**src/rtl/nibble_serial_adder.sv**
```systemverilog
// Bit-serial-by-nibble adder: captures two W-bit operands, adds one 4-bit slice
// per cycle LSB first, then holds sum/cout/ovf until the consumer takes them.
module nsa_nibble_add (
  input  logic [3:0] a,
  input  logic [3:0] b,
  input  logic       ci,
  output logic [3:0] s,
  output logic       co
);
  logic [4:0] c;

  assign c[0] = ci;
  for (genvar i = 0; i < 4; i++) begin : g_rca
    assign s[i]   = a[i] ^ b[i] ^ c[i];
    assign c[i+1] = (a[i] & b[i]) | (c[i] & (a[i] ^ b[i]));
  end
  assign co = c[4];
endmodule

module nibble_serial_adder #(
  parameter  int NIBBLES = 4,
  localparam int W       = 4 * NIBBLES
) (
  input  logic         clk,
  input  logic         rst_n,
  input  logic         in_valid,
  output logic         in_ready,
  input  logic [W-1:0] a,
  input  logic [W-1:0] b,
  input  logic         cin,
  output logic         out_valid,
  input  logic         out_ready,
  output logic [W-1:0] sum,
  output logic         cout,
  output logic         ovf,
  output logic         busy
);
  localparam int CW = $clog2(NIBBLES) + 1;
  // Index width kept >= 1 so NIBBLES=1 still has a legal select.
  localparam int IW = (NIBBLES > 1) ? $clog2(NIBBLES) : 1;

  typedef enum logic [1:0] {IDLE, RUN, DONE} state_t;

  state_t                    state_q, state_d;
  logic [NIBBLES-1:0][3:0]   a_q, b_q, sum_q;
  logic                      carry_q, cout_q, ovf_q;
  logic [CW-1:0]             cnt_q;
  logic [IW-1:0]             idx;
  logic [3:0]                nsum;
  logic                      nco, last;

  assign idx  = cnt_q[IW-1:0];
  assign last = (cnt_q == CW'(NIBBLES - 1));

  nsa_nibble_add u_add (
    .a  (a_q[idx]),
    .b  (b_q[idx]),
    .ci (carry_q),
    .s  (nsum),
    .co (nco)
  );

  always_ff @(posedge clk or negedge rst_n) begin
    if (!rst_n) state_q <= IDLE;
    else        state_q <= state_d;
  end

  always_comb begin
    state_d = state_q;
    case (state_q)
      IDLE:    if (in_valid)  state_d = RUN;
      RUN:     if (last)      state_d = DONE;
      DONE:    if (out_ready) state_d = IDLE;
      default:                state_d = IDLE;
    endcase
  end

  always_ff @(posedge clk or negedge rst_n) begin
    if (!rst_n) begin
      a_q     <= '0;
      b_q     <= '0;
      sum_q   <= '0;
      carry_q <= 1'b0;
      cout_q  <= 1'b0;
      ovf_q   <= 1'b0;
      cnt_q   <= '0;
    end else begin
      case (state_q)
        IDLE: if (in_valid) begin
          a_q     <= a;
          b_q     <= b;
          carry_q <= cin;
          cnt_q   <= '0;
        end
        RUN: begin
          sum_q[idx] <= nsum;
          carry_q    <= nco;
          cnt_q      <= cnt_q + CW'(1);
          // On the top slice nsum[3] is the sum MSB, so overflow resolves here.
          if (last) begin
            cout_q <= nco;
            ovf_q  <= (a_q[NIBBLES-1][3] == b_q[NIBBLES-1][3]) &&
                      (nsum[3] != a_q[NIBBLES-1][3]);
          end
        end
        default: ;
      endcase
    end
  end

  assign in_ready  = (state_q == IDLE);
  assign out_valid = (state_q == DONE);
  assign busy      = (state_q != IDLE);
  assign sum       = sum_q;
  assign cout      = cout_q;
  assign ovf       = ovf_q;
endmodule

```
**config.mk**
```make
export PLATFORM = sky130hd
export DESIGN_NAME = nibble_serial_adder
export DESIGN_NICKNAME = d
export VERILOG_FILES = /design/src/rtl/nibble_serial_adder.sv
export SDC_FILE = /design/constraint.sdc
export NUM_CORES = 1
export LEC_CHECK = 0
export ABC_AREA = 1
export CORE_UTILIZATION = 45
export DETAILED_ROUTE_END_ITERATION = 12
export PLACE_DENSITY = 0.78
export SETUP_SLACK_MARGIN = 0.2
export SYNTH_ARGS = -nofsm -noshare
export SYNTH_HDL_FRONTEND = slang
export SYNTH_SLANG_ARGS = --single-unit
export TNS_END_PERCENT = 20
```
**constraint.sdc**
```tcl
create_clock -name clk -period 2.5 [get_ports clk]
set_input_delay 0.75 -clock clk [delete_from_list [all_inputs] [get_ports clk]]
set_output_delay 0.75 -clock clk [all_outputs]
set_load 0.02 [all_outputs]
```
==> impl_summary.md, run 1 <==
Worst setup path
In this run the worst setup path begins at cnt_q[0]$_DFFE_PN0P_. The required time at the endpoint of the critical path is 2.76 ns. The startpoint identified for the worst register-to-register timing path is cnt_q[0]$_DFFE_PN0P_. The nature of the critical path startpoint is a flip-flop. The setup path with the least slack is of type reg2reg. The worst register-to-register path ends at ovf$_DFFE_PN0P_. The largest fanout of any net on the critical path is 6. The critical path data arrival time is 2.88 ns.

The worst setup path is captured at a flip-flop. The slack of the worst reg-to-reg path is -0.13 ns. The worst register-to-register path has a depth of 16.

Floorplan
The die is 79.1 microns wide. The initial utilization of the core area, before any placement, comes to 47.7%. The number of cell rows is 27.

The area of the core region is 5610 sq um. The die extent in y is 79.1 microns. The number of primary I/O pins is 58. The die covers 6250 sq um.

Yosys
The synthesized instance count is 338. Synthesis inferred 56 register bits. The synthesized area per cell is 7.91 sq um. The cell area after technology mapping is 2670 sq um.

Synthesis produced a netlist with a net count of 384. After synthesis, the cell types taking the most area are sky130_fd_sc_hd__dfrtp_1, sky130_fd_sc_hd__nand2_1, sky130_fd_sc_hd__nand3_1. sky130_fd_sc_hd__dfrtp_1 takes more of the synthesized area than any other cell. The number of synthesis warnings is 0. The sequential fraction of the synthesis area is 52.4%. Counting distinct cell types in the post-synthesis netlist gives 15. The portion of synthesized cell area occupied by the leading cell type is 52.4%.

Clock network
The clock root buffer is sky130_fd_sc_hd__clkbuf_8. The number of clock buffers added by TritonCTS is 5. The worst-skew pair later-pin latency is 0.31 ns. The tree built by TritonCTS fans out to 56 sinks. The count of hold buffers inserted by post-cts repair is 0.

The number of levels in the clock H-tree is 2. TritonCTS built the clock tree. Clock-pin slew was measured on the worst setup and hold paths at 0.09 ns. The clock passes through at most 2 buffers.

Power
The areal power density over the cells is 1390 nW/um^2. The largest voltage drop on the vdd net is 0.000620 V. The static power due to leakage is 1.80 nW.

Placed design
The congestion estimate from routability-driven global placement came to 0.855. The placed cell area is 3350 sq um. The number of placed instances, taps included is 463.

The number of input and output port buffers inserted is 57. The final HPWL from detailed placement is 4290 microns.

Drt
After detailed routing, the number of remaining DRC violations is 0. The DRC violation total after the first TritonRoute iteration is 137. The number of vias per cell after detailed routing is 4.91.

The final wirelength is 5790 microns. The count of nets left with antenna violations once routing finished came out at 0. The total number of vias is 2324.

The first detailed-routing pass took 4 iterations. The detail-routed net length per standard cell is 12.2 microns.

Global routing
The first-pass GRT wire length is 10100 microns. Across every metal layer, demand over resource in global routing totals 20.9%. The number of antenna violations at the first check in global routing is 0. Entering global routing, the biggest net connects 35 pins. The number of global-route vias before repair is 2281.

The global route total overflow is 0.

Finish
The footprint of the multi-input gates is 1140 sq um. Relative to the synthesized area, the layout overhead comes to 30.5%. 0 antenna diodes ended up in the layout. Cells fill 62.2% of the core in the end. The register area is 1400 sq um. Cells with a size suffix above 1 make up 9.48% of the layout.

The number of standard cells in the layout, taps in and fillers out is 473. Once layout is done, the placed cells without fillers occupy 3490 sq um. The count of nets after finishing is 446. Counting the fill cells in the layout gives 552.

STA
The final setup violation count is 5. The number of hold violations in the final report is 0. Across all setup checks in the final design, the least slack found is -0.126 ns.

Counting I/O delays and the setup requirement, the final critical path takes 2.63 ns. Setup repair after global routing could not meet its margin everywhere. The slew at the pin with the worst max-slew slack is 0.649 ns.

The worst clock skew is 0.00507 ns. The part of the cycle the worst path needs is 105%. The maximum frequency from static timing analysis is 0.381 GHz. The max-slew violation count is 0.

The tightest slew margin relative to the limit is 56.8%.

Outcome
The run finished, with violations left. The final reports fail on setup timing.

Hold path
The path class of the lowest-slack min-delay path is in2async.

Job
The count of maximum capacitance violations is 0.
layout make-up:
type / count / share of cell area (%)
clock buffer: 8 / 2.58
timing repair buffer: 69 / 19.6
tap: 72 / 2.58
sequential: 56 / 40.2
inverter: 21 / 2.33
multi-input combinational: 247 / 32.7
per-layer routing:
layer	track usage [%]	wire length, microns
met4	7.64	101
met3	4.37	215
met2	36.6	2970
met5	0	0
met1	25.2	2500
kinds of logic after synthesis:
logic type,count (synthesis),synth area share (%)
adder cells (fa/ha/maj),9,5.34
flip-flops,56,52.4
AO/OA/AOI/OAI,13,2.53
buffers and inverters,35,5.62
AND/OR/NAND/NOR,225,34.1
flip-flops by register name, indices dropped and copies added, names as in the netlist:
register and flops:
cnt_q 3, cout 1, b_q 16, a_q 16, state_q 2, ovf 1, carry_q 1, sum 16
how the worst max path moves through the flow:
stage / to / slack [ns]
2_1_floorplan: ovf$_DFFE_PN0P_ / -0.05
3_3_place_gp: ovf$_DFFE_PN0P_ / -0.04
3_5_place_dp: ovf$_DFFE_PN0P_ / -0.13
4_1_cts: ovf$_DFFE_PN0P_ / -0.13
5_1_grt: ovf$_DFFE_PN0P_ / -0.29
6_report: ovf$_DFFE_PN0P_ / -0.13
per-stage QoR:
stage / total power [mW] / setup WS [ns] / hold WS (ns) / setup TNS (ns)
floorplan: 3.36 / -0.0462 / 0.437 / -0.0462
global placement: 4.16 / -0.0380 / 0.450 / -0.0380
detailed placement: 4.27 / -0.135 / 0.455 / -0.386
CTS: 4.87 / -0.134 / 0.471 / -0.340
global route: 5.32 / -0.289 / 0.486 / -1.12
finish: 4.85 / -0.126 / 0.453 / -0.341
placed cells by master (no fill, tap or decap):
master / netlist / routed
sky130_fd_sc_hd__nand2_1: 164 / 163
sky130_fd_sc_hd__dfrtp_1: 56 / 55
sky130_fd_sc_hd__clkdlybuf4s50_1: 0 / 53
sky130_fd_sc_hd__nand3_1: 43 / 43
sky130_fd_sc_hd__nor2_1: 15 / 15
sky130_fd_sc_hd__inv_1: 20 / 13
sky130_fd_sc_hd__o21ai_0: 12 / 9
sky130_fd_sc_hd__buf_4: 2 / 8
sky130_fd_sc_hd__inv_2: 1 / 7
sky130_fd_sc_hd__clkbuf_8: 0 / 6
sky130_fd_sc_hd__ha_1: 5 / 5
sky130_fd_sc_hd__fa_2: 0 / 4
sky130_fd_sc_hd__nand2_2: 2 / 3
sky130_fd_sc_hd__buf_6: 0 / 3
sky130_fd_sc_hd__o21ai_2: 0 / 2
sky130_fd_sc_hd__clkbuf_1: 3 / 2
sky130_fd_sc_hd__dlymetal6s2s_1: 0 / 2
sky130_fd_sc_hd__inv_4: 0 / 1
sky130_fd_sc_hd__nor2_4: 1 / 1
sky130_fd_sc_hd__o21ai_1: 0 / 1
sky130_fd_sc_hd__o31ai_1: 1 / 1
sky130_fd_sc_hd__dfrtp_2: 0 / 1
sky130_fd_sc_hd__buf_2: 9 / 1
sky130_fd_sc_hd__dlygate4sd2_1: 0 / 1
sky130_fd_sc_hd__buf_12: 0 / 1
where the power goes:
| group | internal (mW) | leakage, nW | switching [mW] | total, mW |
|---|---|---|---|---|
| Sequential | 1.34 | 0.698 | 0.284 | 1.63 |
| Combinational | 1.10 | 1.05 | 1.62 | 2.72 |
| Clock | 0.227 | 0.0455 | 0.280 | 0.506 |
| Total | 2.67 | 1.80 | 2.18 | 4.85 |
synthesized netlist by cell type, drive strengths merged:
library cell / number
buf: 11
clkbuf: 3
dfrtp: 56
fa: 4
ha: 5
inv: 21
nand2: 166
nand3: 43
nor2: 16
o21ai: 12
o31ai: 1
repair_timing:
action | CTS | global route
setup buffers | 2 | 0
endpoints found under the setup margin | 8 | 13
pin swaps | 10 | 9
gates resized for setup | 13 | 3
critical path, stage by stage, from the launching register on:
cell and delay (ns):
sky130_fd_sc_hd__dfrtp_2 0.43, sky130_fd_sc_hd__buf_6 0.14, sky130_fd_sc_hd__inv_4 0.04, sky130_fd_sc_hd__o21ai_1 0.11, sky130_fd_sc_hd__nand2_1 0.09, sky130_fd_sc_hd__fa_2 0.34
sky130_fd_sc_hd__inv_2 0.06, sky130_fd_sc_hd__fa_2 0.18, sky130_fd_sc_hd__inv_2 0.04, sky130_fd_sc_hd__fa_2 0.33, sky130_fd_sc_hd__inv_2 0.07, sky130_fd_sc_hd__fa_2 0.44
sky130_fd_sc_hd__inv_2 0.10, sky130_fd_sc_hd__nand2_1 0.06, sky130_fd_sc_hd__nand2_1 0.05, sky130_fd_sc_hd__nand2_1 0.04, sky130_fd_sc_hd__nand2_1 0.05
Note: power is estimated with default switching activity, not from simulation.
==> run 2: changes to the inputs <==
--- a/config.mk
+++ b/config.mk
@@ -7,6 +7,7 @@
 export LEC_CHECK = 0
 export ABC_AREA = 1
 export CORE_UTILIZATION = 45
+export CTS_CLUSTER_DIAMETER = 200
 export DETAILED_ROUTE_END_ITERATION = 12
 export PLACE_DENSITY = 0.78
 export SETUP_SLACK_MARGIN = 0.2
==> results of run 2 <==
No change in the layout: final DEF, timing and power equal those of run 1.
